--- src/rtl/cache_2way_wb.sv ---
// cache_2way_wb: two-way set-associative, write-back, write-allocate cache
// with per-set LRU and a blocking miss engine (one-word lines).
// Optional build macro CACHE_STATS_EN adds saturating hit/miss counters.
module cache_2way_wb #(
  parameter int ADDR_W  = 8,
  parameter int DATA_W  = 16,
  parameter int INDEX_W = 2
) (
  input  logic              clk,
  input  logic              rst_n,
  input  logic              req_valid,
  output logic              req_ready,
  input  logic              req_write,
  input  logic [ADDR_W-1:0] req_addr,
  input  logic [DATA_W-1:0] req_wdata,
  output logic              rsp_valid,
  output logic [DATA_W-1:0] rsp_rdata,
  output logic              rsp_hit,
  output logic              mem_req,
  output logic              mem_write,
  output logic [ADDR_W-1:0] mem_addr,
  output logic [DATA_W-1:0] mem_wdata,
  input  logic              mem_ack,
  input  logic [DATA_W-1:0] mem_rdata
`ifdef CACHE_STATS_EN
  ,
  output logic [15:0]       hit_cnt,
  output logic [15:0]       miss_cnt
`endif
);

  localparam int TAG_W = ADDR_W - INDEX_W;
  localparam int SETS  = 1 << INDEX_W;

  typedef enum logic [1:0] {IDLE = 2'd0, WBACK = 2'd1, FILL = 2'd2, RESP = 2'd3} state_e;

  state_e              state_q;
  logic [1:0]          valid_q [SETS];
  logic [1:0]          dirty_q [SETS];
  logic [SETS-1:0]     lru_q;
  logic [TAG_W-1:0]    tag_q   [SETS][2];
  logic [DATA_W-1:0]   data_q  [SETS][2];

  logic [INDEX_W-1:0]  lat_idx_q;
  logic [TAG_W-1:0]    lat_tag_q;
  logic                lat_write_q;
  logic [DATA_W-1:0]   lat_wdata_q;
  logic                victim_q;

  logic                req_ready_q, rsp_valid_q, rsp_hit_q;
  logic [DATA_W-1:0]   rsp_rdata_q, mem_wdata_q;
  logic                mem_req_q, mem_write_q;
  logic [ADDR_W-1:0]   mem_addr_q;

  logic [INDEX_W-1:0]  req_idx_s;
  logic [TAG_W-1:0]    req_tag_s;
  logic                hit0_s, hit1_s, hit_s, hit_way_s, victim_s, accept_s, fill_done_s;
  logic                arr_we_s, arr_way_s;
  logic [INDEX_W-1:0]  arr_idx_s;
  logic [TAG_W-1:0]    arr_tag_s;
  logic [DATA_W-1:0]   arr_data_s;

  assign req_ready = req_ready_q;
  assign rsp_valid = rsp_valid_q;
  assign rsp_rdata = rsp_rdata_q;
  assign rsp_hit   = rsp_hit_q;
  assign mem_req   = mem_req_q;
  assign mem_write = mem_write_q;
  assign mem_addr  = mem_addr_q;
  assign mem_wdata = mem_wdata_q;

  assign req_idx_s   = req_addr[INDEX_W-1:0];
  assign req_tag_s   = req_addr[ADDR_W-1:INDEX_W];
  assign hit0_s      = valid_q[req_idx_s][0] && (tag_q[req_idx_s][0] == req_tag_s);
  assign hit1_s      = valid_q[req_idx_s][1] && (tag_q[req_idx_s][1] == req_tag_s);
  assign hit_s       = hit0_s || hit1_s;
  assign hit_way_s   = hit1_s;
  assign accept_s    = (state_q == IDLE) && req_valid && req_ready_q;
  assign fill_done_s = (state_q == FILL) && mem_req_q && mem_ack;

  // Victim choice: first invalid way (way0 first), otherwise the LRU way.
  always_comb begin
    victim_s = 1'b0;
    if (!valid_q[req_idx_s][0]) begin
      victim_s = 1'b0;
    end else if (!valid_q[req_idx_s][1]) begin
      victim_s = 1'b1;
    end else begin
      victim_s = lru_q[req_idx_s];
    end
  end

  // Tag/data array write port: store hits and refill completion.
  always_comb begin
    arr_we_s   = 1'b0;
    arr_way_s  = 1'b0;
    arr_idx_s  = req_idx_s;
    arr_tag_s  = req_tag_s;
    arr_data_s = req_wdata;
    if (accept_s && hit_s && req_write) begin
      arr_we_s  = 1'b1;
      arr_way_s = hit_way_s;
    end else if (fill_done_s) begin
      arr_we_s   = 1'b1;
      arr_way_s  = victim_q;
      arr_idx_s  = lat_idx_q;
      arr_tag_s  = lat_tag_q;
      arr_data_s = lat_write_q ? lat_wdata_q : mem_rdata;
    end else begin
      arr_we_s = 1'b0;
    end
  end

  // Tag/data storage; contents are meaningful only where valid is set, so no reset.
  always_ff @(posedge clk) begin
    if (arr_we_s) begin
      tag_q[arr_idx_s][arr_way_s]  <= arr_tag_s;
      data_q[arr_idx_s][arr_way_s] <= arr_data_s;
    end
  end

  // Miss/response FSM with registered outputs and valid/dirty/LRU state.
  always_ff @(posedge clk or negedge rst_n) begin
    if (!rst_n) begin
      state_q     <= IDLE;
      for (int s = 0; s < SETS; s++) begin
        valid_q[s] <= 2'b00;
        dirty_q[s] <= 2'b00;
      end
      lru_q       <= '0;
      lat_idx_q   <= '0;
      lat_tag_q   <= '0;
      lat_write_q <= 1'b0;
      lat_wdata_q <= '0;
      victim_q    <= 1'b0;
      req_ready_q <= 1'b1;
      rsp_valid_q <= 1'b0;
      rsp_hit_q   <= 1'b0;
      rsp_rdata_q <= '0;
      mem_req_q   <= 1'b0;
      mem_write_q <= 1'b0;
      mem_addr_q  <= '0;
      mem_wdata_q <= '0;
    end else begin
      case (state_q)
        IDLE: begin
          if (accept_s) begin
            lat_idx_q   <= req_idx_s;
            lat_tag_q   <= req_tag_s;
            lat_write_q <= req_write;
            lat_wdata_q <= req_wdata;
            req_ready_q <= 1'b0;
            if (hit_s) begin
              rsp_valid_q          <= 1'b1;
              rsp_hit_q            <= 1'b1;
              rsp_rdata_q          <= req_write ? '0 : data_q[req_idx_s][hit_way_s];
              lru_q[req_idx_s]     <= ~hit_way_s;
              if (req_write) begin
                dirty_q[req_idx_s][hit_way_s] <= 1'b1;
              end
              state_q              <= RESP;
            end else begin
              victim_q  <= victim_s;
              mem_req_q <= 1'b1;
              if (valid_q[req_idx_s][victim_s] && dirty_q[req_idx_s][victim_s]) begin
                mem_write_q <= 1'b1;
                mem_addr_q  <= {tag_q[req_idx_s][victim_s], req_idx_s};
                mem_wdata_q <= data_q[req_idx_s][victim_s];
                state_q     <= WBACK;
              end else begin
                mem_write_q <= 1'b0;
                mem_addr_q  <= req_addr;
                mem_wdata_q <= '0;
                state_q     <= FILL;
              end
            end
          end else begin
            state_q <= IDLE;
          end
        end
        WBACK: begin
          if (mem_req_q && mem_ack) begin
            mem_write_q <= 1'b0;
            mem_addr_q  <= {lat_tag_q, lat_idx_q};
            mem_wdata_q <= '0;
            state_q     <= FILL;
          end else begin
            state_q <= WBACK;
          end
        end
        FILL: begin
          if (fill_done_s) begin
            valid_q[lat_idx_q][victim_q] <= 1'b1;
            dirty_q[lat_idx_q][victim_q] <= lat_write_q;
            lru_q[lat_idx_q]             <= ~victim_q;
            mem_req_q                    <= 1'b0;
            mem_addr_q                   <= '0;
            rsp_valid_q                  <= 1'b1;
            rsp_hit_q                    <= 1'b0;
            rsp_rdata_q                  <= lat_write_q ? '0 : mem_rdata;
            state_q                      <= RESP;
          end else begin
            state_q <= FILL;
          end
        end
        RESP: begin
          rsp_valid_q <= 1'b0;
          rsp_hit_q   <= 1'b0;
          rsp_rdata_q <= '0;
          req_ready_q <= 1'b1;
          state_q     <= IDLE;
        end
        default: begin
          mem_req_q   <= 1'b0;
          rsp_valid_q <= 1'b0;
          req_ready_q <= 1'b1;
          state_q     <= IDLE;
        end
      endcase
    end
  end

`ifdef CACHE_STATS_EN
  logic [15:0] hit_cnt_q, miss_cnt_q;
  assign hit_cnt  = hit_cnt_q;
  assign miss_cnt = miss_cnt_q;

  // Saturating hit/miss counters, bumped once per completed request.
  always_ff @(posedge clk or negedge rst_n) begin
    if (!rst_n) begin
      hit_cnt_q  <= 16'h0000;
      miss_cnt_q <= 16'h0000;
    end else if (state_q == RESP) begin
      if (rsp_hit_q) begin
        if (hit_cnt_q != 16'hFFFF) hit_cnt_q <= hit_cnt_q + 16'h0001;
      end else begin
        if (miss_cnt_q != 16'hFFFF) miss_cnt_q <= miss_cnt_q + 16'h0001;
      end
    end
  end
`endif

endmodule

--- config.mk ---
export PLATFORM = sky130hd
export DESIGN_NAME = cache_2way_wb
export DESIGN_NICKNAME = d
export VERILOG_FILES = /design/src/rtl/cache_2way_wb.sv
export SDC_FILE = /design/constraint.sdc
export NUM_CORES = 1
export LEC_CHECK = 0
export CAP_MARGIN = 20
export CORE_AREA = 2 2 260 160
export DETAILED_ROUTE_END_ITERATION = 12
export DIE_AREA = 0 0 262 162
export GPL_ROUTABILITY_DRIVEN = 0
export REMOVE_ABC_BUFFERS = 1
export SLEW_MARGIN = 20
export SYNTH_ARGS = -nofsm -noshare
export SYNTH_HDL_FRONTEND = slang
export SYNTH_SLANG_ARGS = --single-unit
--- constraint.sdc ---
create_clock -name clk -period 6.4 [get_ports clk]
set_clock_uncertainty 0.2 [all_clocks]
set_input_delay 0.64 -clock clk [delete_from_list [all_inputs] [get_ports clk]]
set_output_delay 0.64 -clock clk [all_outputs]
set_load 0.1 [all_outputs]
Yosys cells after proc, flatten, opt, wreduce, memory -nomap -nowiden:

Memory sizes are Yosys's and may differ from the RTL's.
Index checks and enable logic that the tools add are counted.
W data, S select, Z words.

* flip-flop bits (word level): 93
* latch bits: 0
* RAM bits: 176
* ROM bits: 0
* bits of input ports: 45
* logic and storage cells: 201
* memories kept: 2

Memories
* data_q: words 4, width 32, rd ports 1, clocked after memory_dff 0, wr ports 1, RTL line 42 `logic [DATA_W-1:0] data_q [SETS][2];`
* tag_q: words 4, width 12, rd ports 1, clocked after memory_dff 0, wr ports 1, RTL line 41 `logic [TAG_W-1:0] tag_q [SETS][2];`

* add/sub/neg operators: 0
* $mul: 0
* div/mod/pow operators: 0
* $lt $le $gt $ge: 17
* equality and inequality tests: 11
* shift-type cells: 0
* mux-type cells: 104
* bitwise operators: 10
* reductions and logical operators: 34

Operator list (number)
* $mux W16: 19
* $mux W8: 9
* $pmux W16 S3: 1
* $mux W6: 6
* $mux W32: 1
* $pmux W16 S2: 1
* $mux W1: 28
* $mux W2: 12
* $pmux W8 S3: 1
* $logic_and A1 B1 Y1: 17
* $demux W16 S1: 1
* $or A8 B8 Y8: 2
* $pmux W8 S2: 1
* $reduce_and A4 Y1: 4
* $eq A6 B6 Y1: 2
* $mux W12: 1
* $mux W4: 3
* $ne A2 B2 Y1 const B: 6
* $reduce_and A5 Y1: 2
* $bmux W2 S2: 2
* $bwmux W4: 2
* $bwmux W8: 1
* $demux W2 S2: 2
* $pmux W2 S4: 1
* 26 further kinds: 51

Depth between registers and ports, before layout:

Gate-level depths: netlist of run 1.

* word-level depth: 16
* depth in mapped cells: 11
* mapped depth without buffers: 8

Least setup slack after synthesis of run 1:

No wires, ideal clock.

* path type: in2reg
* start point: input req_addr[0]
* end point: memory data_q[2][16] in the netlist's numbering, enable pin
* setup time: 0.522 ns
* data arrival time: 5.989 ns
* data required time: 5.678 ns
* slack: -0.311 ns
* cell stages on the path: 10
* path buffers: 3
* cell sequence: buf_6 buf_6 mux4_2 xnor2_1 nand4_1 or2_0 buf_2 a21oi_4 nor2_1 a2111oi_0

* word-level cells in the longest chain between the ends: 15
* elaborated cells on any way between the ends: 24
* those cells by class: 2 x order compare; 2 x eq/ne; 11 x mux; 2 x bitwise; 6 x reduce/logical; 1 x memory

RTL lines
* from (decl): RTL line 14 `input logic [ADDR_W-1:0] req_addr,`
* parallel branches: the longest is 15 deep, another holds $mem_v2 Z4 W12
* to (decl): RTL line 42

Parallel ways; which one is timed is not known. The select of a mux whose other input is x is not followed.

Worst setup path after layout of run 1:

* start point: input req_addr[0]
* end point: memory data_q[0][8] in the netlist's numbering, data pin

* word-level cells in the longest chain between the ends: 9
* elaborated cells on any way between the ends: 13
* those cells by class: 2 x eq/ne; 4 x mux; 1 x bitwise; 5 x reduce/logical; 1 x memory

RTL lines
* parallel branches: the longest is 5 deep, another holds $mem_v2 Z4 W12
* $logic_or A1 B1 Y1 *: RTL line 76 `assign hit_s = hit0_s || hit1_s;`
* $logic_and A1 B1 Y1 * (2 in a row): RTL line 100 `if (accept_s && hit_s && req_write) begin`
* $mux W16 *: RTL line 100
* via arr_data_s[8]: RTL line 61 `logic [DATA_W-1:0] arr_data_s;`

Mark *: on every way through the listed nets, which the timed path passes. The select of a mux whose other input is x is not followed.

==> results of run 1 <==
-- stage by stage --
step / cell area [µm²] / std cells
global placement: 13500 / 1374
finish: 14300 / 1422
floorplan: 11700 / 730
global route: 14300 / 1422
CTS: 14300 / 1422
detailed placement: 13500 / 1374
-- state kept, by name, indices dropped and copies added, names as in the netlist, 2 cells and up --
name,count
data_q,128
tag_q,48
lat_wdata_q,16
mem_wdata,16
rsp_rdata,16
dirty_q,8
mem_addr,8
valid_q,8
lat_tag_q,6
lru_q,4
lat_idx_q,2
state_q,2
-- layer usage --
layer | track usage, % | share of wire, % | vias up
li1 | - | - | 3163
met1 | 23.1 | 47 | 3866
met2 | 22.9 | 43 | 278
met3 | 2.95 | 6.7 | 54
met4 | 3.78 | 2.6 | 0
met5 | 0 | 0 | -
-- path summary, 6_finish.rpt --
kind / to / from
max: data_q[0][8] / req_addr[0]
min: valid_q[0] / valid_q[0]
max reg2reg: data_q[3][2] / state_q[0]
min reg2reg: valid_q[0] / valid_q[0]
max in group asynchronous: rsp_rdata[8] / rst_n
min in group asynchronous: rsp_rdata[7] / rst_n
-- layout make-up --
| cell class | count | share of cell area, % |
|---|---|---|
| Clock buffer | 31 | 4.88 |
| Clock inverter | 16 | 1.14 |
| Inverter | 17 | 0.445 |
| Multi-Input combinational cell | 444 | 28.4 |
| Sequential cell | 269 | 53.1 |
| Tap cell | 531 | 4.63 |
| Timing Repair Buffer | 114 | 7.47 |
-- worst max-delay path, stage by stage --
cell and delay, ns:
buf_4 0.47, mux4_2 0.62, xnor2_1 0.14, nand3_1 0.20, or2_2 0.81, a21oi_4 0.17
nor2_4 0.39, buf_4 0.42, mux2_1 0.49
-- power breakdown --
part | switching (mW) | leakage [nW] | internal (mW)
clock | 0.679 | 0.421 | 0.904
sequential | 0.0456 | 2.77 | 1.92
combinational | 0.428 | 2.05 | 0.195
total | 1.15 | 5.24 | 3.02
-- cells in the final DEF, fill, tap and decap left out, types with 3 or more instances in the layout --
master           netlist  layout
ha_1                   4       4
a22o_1                17      17
a21oi_1                7       7
a21o_1                 8       8
nand3_1               16      16
a2bb2oi_1              5       5
o21ai_0               31      31
bufinv_16              0       3
edfxtp_1             176     176
dfrtp_1               92      92
nand2_1               96      96
clkdlybuf4s50_1        0      86
nor2_1                12       7
mux4_2                49      49
xnor2_1               12      12
clkinv_2               0       3
buf_4                  1      26
a211oi_1              11       9
nor3_1                 8       8
mux2_1                27      27
nor2_4                 1       5
mux2i_1               27      27
nor2_2                 2       3
and3_1                 4       4
a22oi_1                7       7
o211ai_1               5       5
clkinv_1               0       6
clkbuf_1              26       3
a31oi_1                3       3
inv_1                 17      17
clkbuf_16              0      27
mux2_2                59      59
-- cell families (layout without fill, tap and decap cells) --
logic type      count (synthesis)  count (layout)  synth area share [%]
fa+ha+maj                       4               4                 0.421
simple gates                  151             151                  5.55
xor+xnor                       12              12                 0.885
compound gates                115             115                  6.96
buf+inv                        64             178                  2.36
flops                         269             269                  64.1
mux                           162             162                  19.7
-- what timing repair did --
item	CTS	global route
hold buffers	1	0
endpoints found under the setup margin	0	0
hold endpoints to repair	38	0
buffers inserted	0	0
==> summary.md, run 1 <==
| Metric | Value |
|---|---|
| Synthesized area | 11900 µm² |
| CTS root buf | clkbuf_16 |
| Global-route wire length before repair | 48.8 mm |
| YS warnings | 0 |
| Initial core utilization | 29.7% |
| Ys flop type | edfxtp_1 |
| DRT Pass-1 Iters | 5 |
| Setup TNS Final | 0 ns |
| Largest net degree at the start of global routing | 55 |
| Slew Limit Headroom | 31.0% |
| Final min period | 4.36 ns |
| Ant diodes | 0 |
| CTS tree | built |
| Clock Latency Late Sink | 0.55 ns |
| Clock Sinks | 269 |
| Die area | 42400 µm² |
| Fin util | 35.9% |
| Vias | 7361 |
| Post-Syn Instances | 777 |
| Post-synth ARST share | 34.6% |
| Post-synth cell types | 51 |
| Layout cells sized above 1 | 21.9% |
| Post-Route WL | 32.5 mm |
| WS Path Type | primary input to flop |
| Worst hold stages | 1 |
| Register area share after synthesis | 64.1% |
| Die Width | 262 µm |
| Clock slew at reported path FFs | 0.06 ns |
| Synth top area share | 44.5% |
| All-Layer GR Usage | 15.4% |
| Inserted Clock Buffers | 26 |
| Io pins | 90 |
| Slack of the critical path | 2.04 ns |
| Antenna viol nets, final | 0 |
| Final hold slack | 0.259 ns |
| RSZ-0062 raised after global routing | false |
| Crit. End Element | flop |
| Vias per inst | 5.18 |
| Total of max-cap violations | 0 |
| R2R Setup Slk | 2.31 ns |
| Maximum clock rate | 229 MHz |
| DP HPWL | 21.2 mm |
| Worst EP required | 6.45 ns |
| Final slew viol count | 0 |
| Area of the multi-input gates | 4070 µm² |
| Endpoints failing setup | 0 |
| Row cnt | 57 |
| Initial antenna violation count | 1 |
| DIE HEIGHT | 162 µm |
| Pwr Total | 4.17 mW |
| Power Dens Cells | 291 nW/µm² |
| Leak pwr | 5.24 nW |
| I/O Buffers | 89 |
| Synthesis-to-finish area growth | 20.8% |
| Grt ovf | 0 |
| Post_cts resized | 0 |
| Worst Hold Class | flop to flop |
| Ranking of synthesized cells by area | edfxtp_1 (44%), dfrtp_1 (19%), mux4_2 (9.3%), mux2_2 (5.6%), nand2_1 (3.0%) |
| Startpoint types | primary input |
| Vias in the first global route | 7514 |
| Worst Path Max Fanout | 31 |
| Post-Place Setup Slack | 1.45 ns |
| Tcrit/Tclk final | 68.1% |
| Register Area | 7610 µm² |
| Final Hold Viols | 0 |
| Post-synth top cells | edfxtp_1 (176), nand2_1 (96), dfrtp_1 (92) |
| Max clock buf depth | 3 |
| Core box area | 39900 µm² |
| Nets | 921 |
| R2R cell count | 7 |
| Residual DRC count | 0 |
| Htree depth | 1 |
| DR iter-0 viols | 781 |
| Arrival time worst endpoint | 4.41 ns |
| WL/cell | 22.9 µm |
| Yosys top cell by area | edfxtp_1 |
| Post-synth EDFFs | 176 |
| Worst-Margin Slew | 1.03 ns |
| Most frequent cell after synthesis | edfxtp_1 |
| Filler cells | 3808 |
| Mean post-synth cell area | 15.3 µm² |
| Status | completed |
| Worst vdd ir | 0.177 mV |
| Yosys reg bits | 269 |
Note: power is estimated with default switching activity, not from simulation.
==> inputs of run 2 (changes only) <==
==> constraint.sdc (replaced) <==
create_clock -name clk -period 4.4 [get_ports clk]
set_clock_uncertainty 0.2 [all_clocks]
set_input_delay 0.44 -clock clk [delete_from_list [all_inputs] [get_ports clk]]
set_output_delay 0.44 -clock clk [all_outputs]
set_load 0.1 [all_outputs]
==> summary.md, run 2 (synthesized netlist as in run 1, its figures left out) <==
| Metric | Value |
|---|---|
| Initial core utilization | 29.7% |
| Core box area | 39900 µm² |
| Global-route wire length before repair | 47.6 mm |
| Reg power frac | 47.9% |
| Max clock buf depth | 3 |
| Arrival time worst endpoint | 3.75 ns |
| Maximum clock rate | 269 MHz |
| Vias in the first global route | 7374 |
| Most used cell, CP | buf_4 |
| Final slew viol count | 0 |
| WS Path Type | primary input to flop |
| Clock Latency Late Sink | 0.54 ns |
| RSZ-0062 raised after global routing | false |
| Final Hold Viols | 0 |
| Largest registers | data_q (128), tag_q (48) |
| Startpoint types | primary input |
| Vias | 7280 |
| Status | completed |
| Most flop-heavy register | data_q |
| CP max stage cell | mux4_2 |
| Post-Route WL | 31.7 mm |
| DRT Pass-1 Iters | 5 |
| Worst Path Max Fanout | 24 |
| CP top delay family | simple AND/OR/NAND/NOR gates |
| Residual DRC count | 0 |
| Crit. End Element | flop |
| Clock Sinks | 269 |
| Antenna viol nets, final | 0 |
| All-Layer GR Usage | 15.1% |
| Inserted Clock Buffers | 26 |
| R2R cell count | 9 |
| Slew Limit Headroom | 27.4% |
| DP HPWL | 21.3 mm |
| Die Width | 262 µm |
| CTS root buf | clkbuf_16 |
| Synthesis-to-finish area growth | 21.7% |
| Power Dens Cells | 414 nW/µm² |
| Slack of the critical path | 0.676 ns |
| Largest register FFs | 128 |
| DR iter-0 viols | 591 |
| Row cnt | 57 |
| Worst vdd ir | 0.263 mV |
| Vias per inst | 5.06 |
| Io pins | 90 |
| Switching share of power | 27.7% |
| Most common cell after layout, fill and taps aside | edfxtp_1 |
| DIE HEIGHT | 162 µm |
| Final hold slack | 0.255 ns |
| I/O Buffers | 89 |
| Layout cells sized above 1 | 23.3% |
| Crit-path max cell delay | 0.59 ns |
| R2R Setup Slk | 0.71 ns |
| Post-Place Setup Slack | 0.144 ns |
| Worst-Margin Slew | 1.08 ns |
| Worst hold stages | 3 |
| Worst Hold Class | primary input to flop |
| Clock slew at reported path FFs | 0.06 ns |
| Htree depth | 1 |
| Worst path bufs/invs | 3 |
| Ant diodes | 0 |
| Dpl cells | 1389 |
| Cell Count, Final, Fillers Out | 1438 |
| Final min period | 3.72 ns |
| Internal power | 4.33 mW |
| Die area | 42400 µm² |
| Grt ovf | 0 |
| Tcrit/Tclk final | 84.6% |
| CTS tree | built |
| Logic pwr share | 15.0% |
| Cell count along the critical path | 10 |
| Net Sw Power | 1.66 mW |
| Initial antenna violation count | 0 |
| Total of max-cap violations | 0 |
| Clock Power Share | 37.1% |
| Leak pwr | 5.30 nW |
| WL/cell | 22.1 µm |
| Largest net degree at the start of global routing | 56 |
| Nets | 936 |
| Commonest non-fill, non-tap cells in the layout | edfxtp_1 (176), nand2_1 (96), dfrtp_1 (91), clkdlybuf4s50_1 (86), mux2_2 (59) |
| Worst EP required | 4.43 ns |
| Endpoints failing setup | 0 |
| Critical path cell sequence | buf_4 > mux4_2 > xnor2_1 > nand4_1 > or2_2 > buf_4 > nand3_1 > nand3_1 > nor4b_2 > buf_4 |
run 2: cell types whose count changed in the layout (fill, tap and decap cells not counted), sizes merged:
cell | before | now
bufinv | 3 | 2
clkbuf | 31 | 34
inv | 18 | 19
clkinvlp | 1 | 3
clkinv | 11 | 7
buf | 27 | 42
run 2: power groups by stage:
stage                     Combinational, mW  Sequential [mW]  Clock [mW]
after global placement                0.902             2.91           0
final                                 0.899             2.87        2.22
after floorplan                       0.237             3.27           0
after detailed placement              0.905             2.92           0
after CTS                             0.908             2.87        2.27
after global routing                  0.944             2.88        2.37
run 2: area by class of cell:
type	instances	area, µm²
clock buffers	34	702
clock inverters	14	134
fillers	3810	25500
inverters	17	63.8
multi-input cells	444	4050
flip-flops and latches	269	7610
well taps	531	664
repair buffers	129	1220
run 2: metrics by stage:
stage | total power, mW | TNS (ns) | area [µm²] | util, %
4_1_cts | 6.05 | 0 | 14500 | 36.2
5_1_grt | 6.19 | 0 | 14500 | 36.2
3_3_place_gp | 3.82 | 0 | 13600 | 34.1
6_report | 5.99 | 0 | 14500 | 36.2
2_1_floorplan | 3.51 | -88.47 | 11700 | -
3_5_place_dp | 3.82 | 0 | 13600 | 34.1
run 2: layer usage:
layer  up-vias  wire length, µm  global-route usage, %
met5         -                0                      0
met4         0              499                   2.54
met3        44             2040                   3.31
met2       241            13900                   22.5
met1      3791            15300                   22.7
li1       3204                -                      -
run 2: worst register-to-register path, delay by kind of cell, from the launching register on:
family        cells  cell delay [ns]
flops             1             0.37
buf+inv           2             0.55
simple gates      5             1.50
xor+xnor          1             0.27
mux               1             0.50
run 2: path summary, 6_finish.rpt:
check / startpoint / end
worst max-delay path: req_addr[0] / data_q[0][18]
worst min-delay path: req_wdata[1] / lat_wdata_q[1]
worst max register to register: tag_q[3][2] / data_q[0][18]
worst min register to register: valid_q[4] / valid_q[4]
max in group asynchronous: rst_n / lat_wdata_q[8]
min in group asynchronous: rst_n / mem_wdata[7]
run 2: timing repair:
action	4_1_cts	5_1_grt
hold endpoints to repair	92	0
setup endpoints to repair	0	0
setup buffers	0	0
hold buffers	1	0
gates resized for setup	0	0
==> inputs of run 3 (changes only) <==
==> constraint.sdc (replaced) <==
create_clock -name clk -period 3.1 [get_ports clk]
set_clock_uncertainty 0.2 [all_clocks]
set_input_delay 0.31 -clock clk [delete_from_list [all_inputs] [get_ports clk]]
set_output_delay 0.31 -clock clk [all_outputs]
set_load 0.1 [all_outputs]
==> summary.md, run 3 (synthesized netlist as in run 1, its figures left out) <==
| Metric | Value |
|---|---|
| Status | complete, but fails checks |
| Failing checks | setup timing |
| Setup TNS Final | -0.816 ns |
| CTS root buf | clkbuf_16 |
| Most common cell after layout, fill and taps aside | edfxtp_1 |
| I/O Buffers | 89 |
| Initial antenna violation count | 0 |
| Clock Latency Late Sink | 0.54 ns |
| DRT Pass-1 Iters | 7 |
| Final hold slack | 0.131 ns |
| Reg power frac | 45.9% |
| Htree depth | 1 |
| Fin util | 38.8% |
| Most flop-heavy register | data_q |
| Cell Count, Final, Fillers Out | 1507 |
| Switching share of power | 26.8% |
| Total of max-cap violations | 0 |
| Grt ovf | 0 |
| Internal power | 6.47 mW |
| Row cnt | 57 |
| Final slew viol count | 0 |
| Worst Path Max Fanout | 11 |
| Commonest non-fill, non-tap cells in the layout | edfxtp_1 (176), buf_4 (122), nand2_1 (96), dfrtp_1 (92), mux2_2 (61) |
| Tcrit/Tclk final | 101% |
| R2R Setup Slk | -0.04 ns |
| Residual DRC count | 0 |
| Filler cells | 3705 |
| Worst-Margin Slew | 0.838 ns |
| Startpoint types | flop |
| Maximum clock rate | 318 MHz |
| Largest register FFs | 128 |
| Post-Route WL | 33.5 mm |
| Leak pwr | 5.93 nW |
| Worst Hold Class | primary input to flop |
| Antenna viol nets, final | 0 |
| Slack of the critical path | -0.0398 ns |
| Largest net degree at the start of global routing | 48 |
| Power Dens Cells | 570 nW/µm² |
| Clock Power Share | 38.9% |
| Die area | 42400 µm² |
| Synthesis-to-finish area growth | 30.5% |
| Die Width | 262 µm |
| Largest registers | data_q (128), tag_q (48) |
| Global-route wire length before repair | 49.1 mm |
| Logic pwr share | 15.2% |
| Slew Limit Headroom | 44.2% |
| Net Sw Power | 2.37 mW |
| Nets | 1007 |
| Io pins | 90 |
| DP HPWL | 22.7 mm |
| Vias per inst | 5.03 |
| Arrival time worst endpoint | 3.18 ns |
| Vias in the first global route | 7468 |
| Clock slew at reported path FFs | 0.06 ns |
| Post-Place Setup Slack | -0.538 ns |
| RSZ-0062 raised after global routing | true |
| Worst vdd ir | 0.376 mV |
| Register Area | 7610 µm² |
| DIE HEIGHT | 162 µm |
| Area of the multi-input gates | 4280 µm² |
| Dpl cells | 1442 |
| DR iter-0 viols | 613 |
| Clock Sinks | 269 |
| Initial core utilization | 29.7% |
| Endpoints failing setup | 40 |
| Final Hold Viols | 0 |
| CTS tree | built |
| Layout cells sized above 1 | 37.1% |
| Final min period | 3.14 ns |
| Vias | 7583 |
| Worst EP required | 3.14 ns |
| Ant diodes | 0 |
| Core box area | 39900 µm² |
| WS Path Type | flop to flop |
| Max clock buf depth | 3 |
| All-Layer GR Usage | 15.6% |
| Crit. End Element | flop |
| Inserted Clock Buffers | 25 |
| WL/cell | 22.2 µm |
==> run 3: changes by cell type in the layout (fill, tap and decap cells not counted), sizes merged <==
| cell | delta |
|---|---|
| buf | +114 |
| inv | -2 |
| bufinv | +5 |
| clkdlybuf4s50 | -45 |
| clkinv | -1 |
| clkbuf | -2 |
==> run 3: power groups by stage <==
stage,registers (mW),clock network (mW),logic (mW)
floorplan,4.65,0,0.337
global placement,4.12,0,1.30
detailed placement,4.13,0,1.31
CTS,4.05,3.48,1.32
global route,4.07,3.61,1.41
finish,4.05,3.43,1.35
==> run 3: worst max-delay path, cell delays in order, from the launching register on <==
cell and delay [ns]:
edfxtp_1 0.38, mux4_2 0.52, xnor2_2 0.19, nand4_1 0.15
or2_4 0.27, buf_4 0.16, o22ai_2 0.13, o21ai_2 0.13
buf_4 0.18, a211oi_4 0.25, buf_6 0.15, buf_16 0.15
==> run 3: path summary, 6_finish.rpt <==
kind	from	to	cells after the start
worst max-delay path	tag_q[0][11]	data_q[1][27]	11
worst min-delay path	req_wdata[6]	lat_wdata_q[6]	3
worst max register to register	tag_q[0][11]	data_q[1][27]	11
worst min register to register	valid_q[4]	valid_q[4]	1
max in group asynchronous	rst_n	mem_wdata[4]	3
min in group asynchronous	rst_n	rsp_rdata[7]	2
==> run 3: cell type report <==
| type | instances | share of cell area [%] |
|---|---|---|
| flip-flops and latches | 269 | 49.1 |
| multi-input cells | 444 | 27.6 |
| repair buffers | 201 | 12.8 |
| well taps | 531 | 4.28 |
| clock buffers | 29 | 4.13 |
| clock inverters | 16 | 1.66 |
| inverters | 17 | 0.412 |
==> run 3: what timing repair did <==
item / in CTS / in global routing
hold buffers: 1 / 0
pin swaps: 5 / 8
hold endpoints to repair: 45 / 0
buffers inserted: 6 / 7
endpoints found under the setup margin: 174 / 339
cloned: 2 / 4
gates resized for setup: 17 / 60
==> run 3: metal layers <==
layer / track usage [%] / vias up / routed length (µm)
met2: 23.3 / 272 / 14800
met5: 0 / - / 0
met4: 3.00 / 0 / 480
met1: 23.8 / 3925 / 16100
met3: 2.72 / 33 / 2140
li1: - / 3353 / -
==> run 3: through the flow <==
stage	cell area (µm²)	power [mW]
finish	15500	8.83
global route	15500	9.09
CTS	15100	8.85
detailed placement	14100	5.44
global placement	14100	5.43
floorplan	11700	4.98
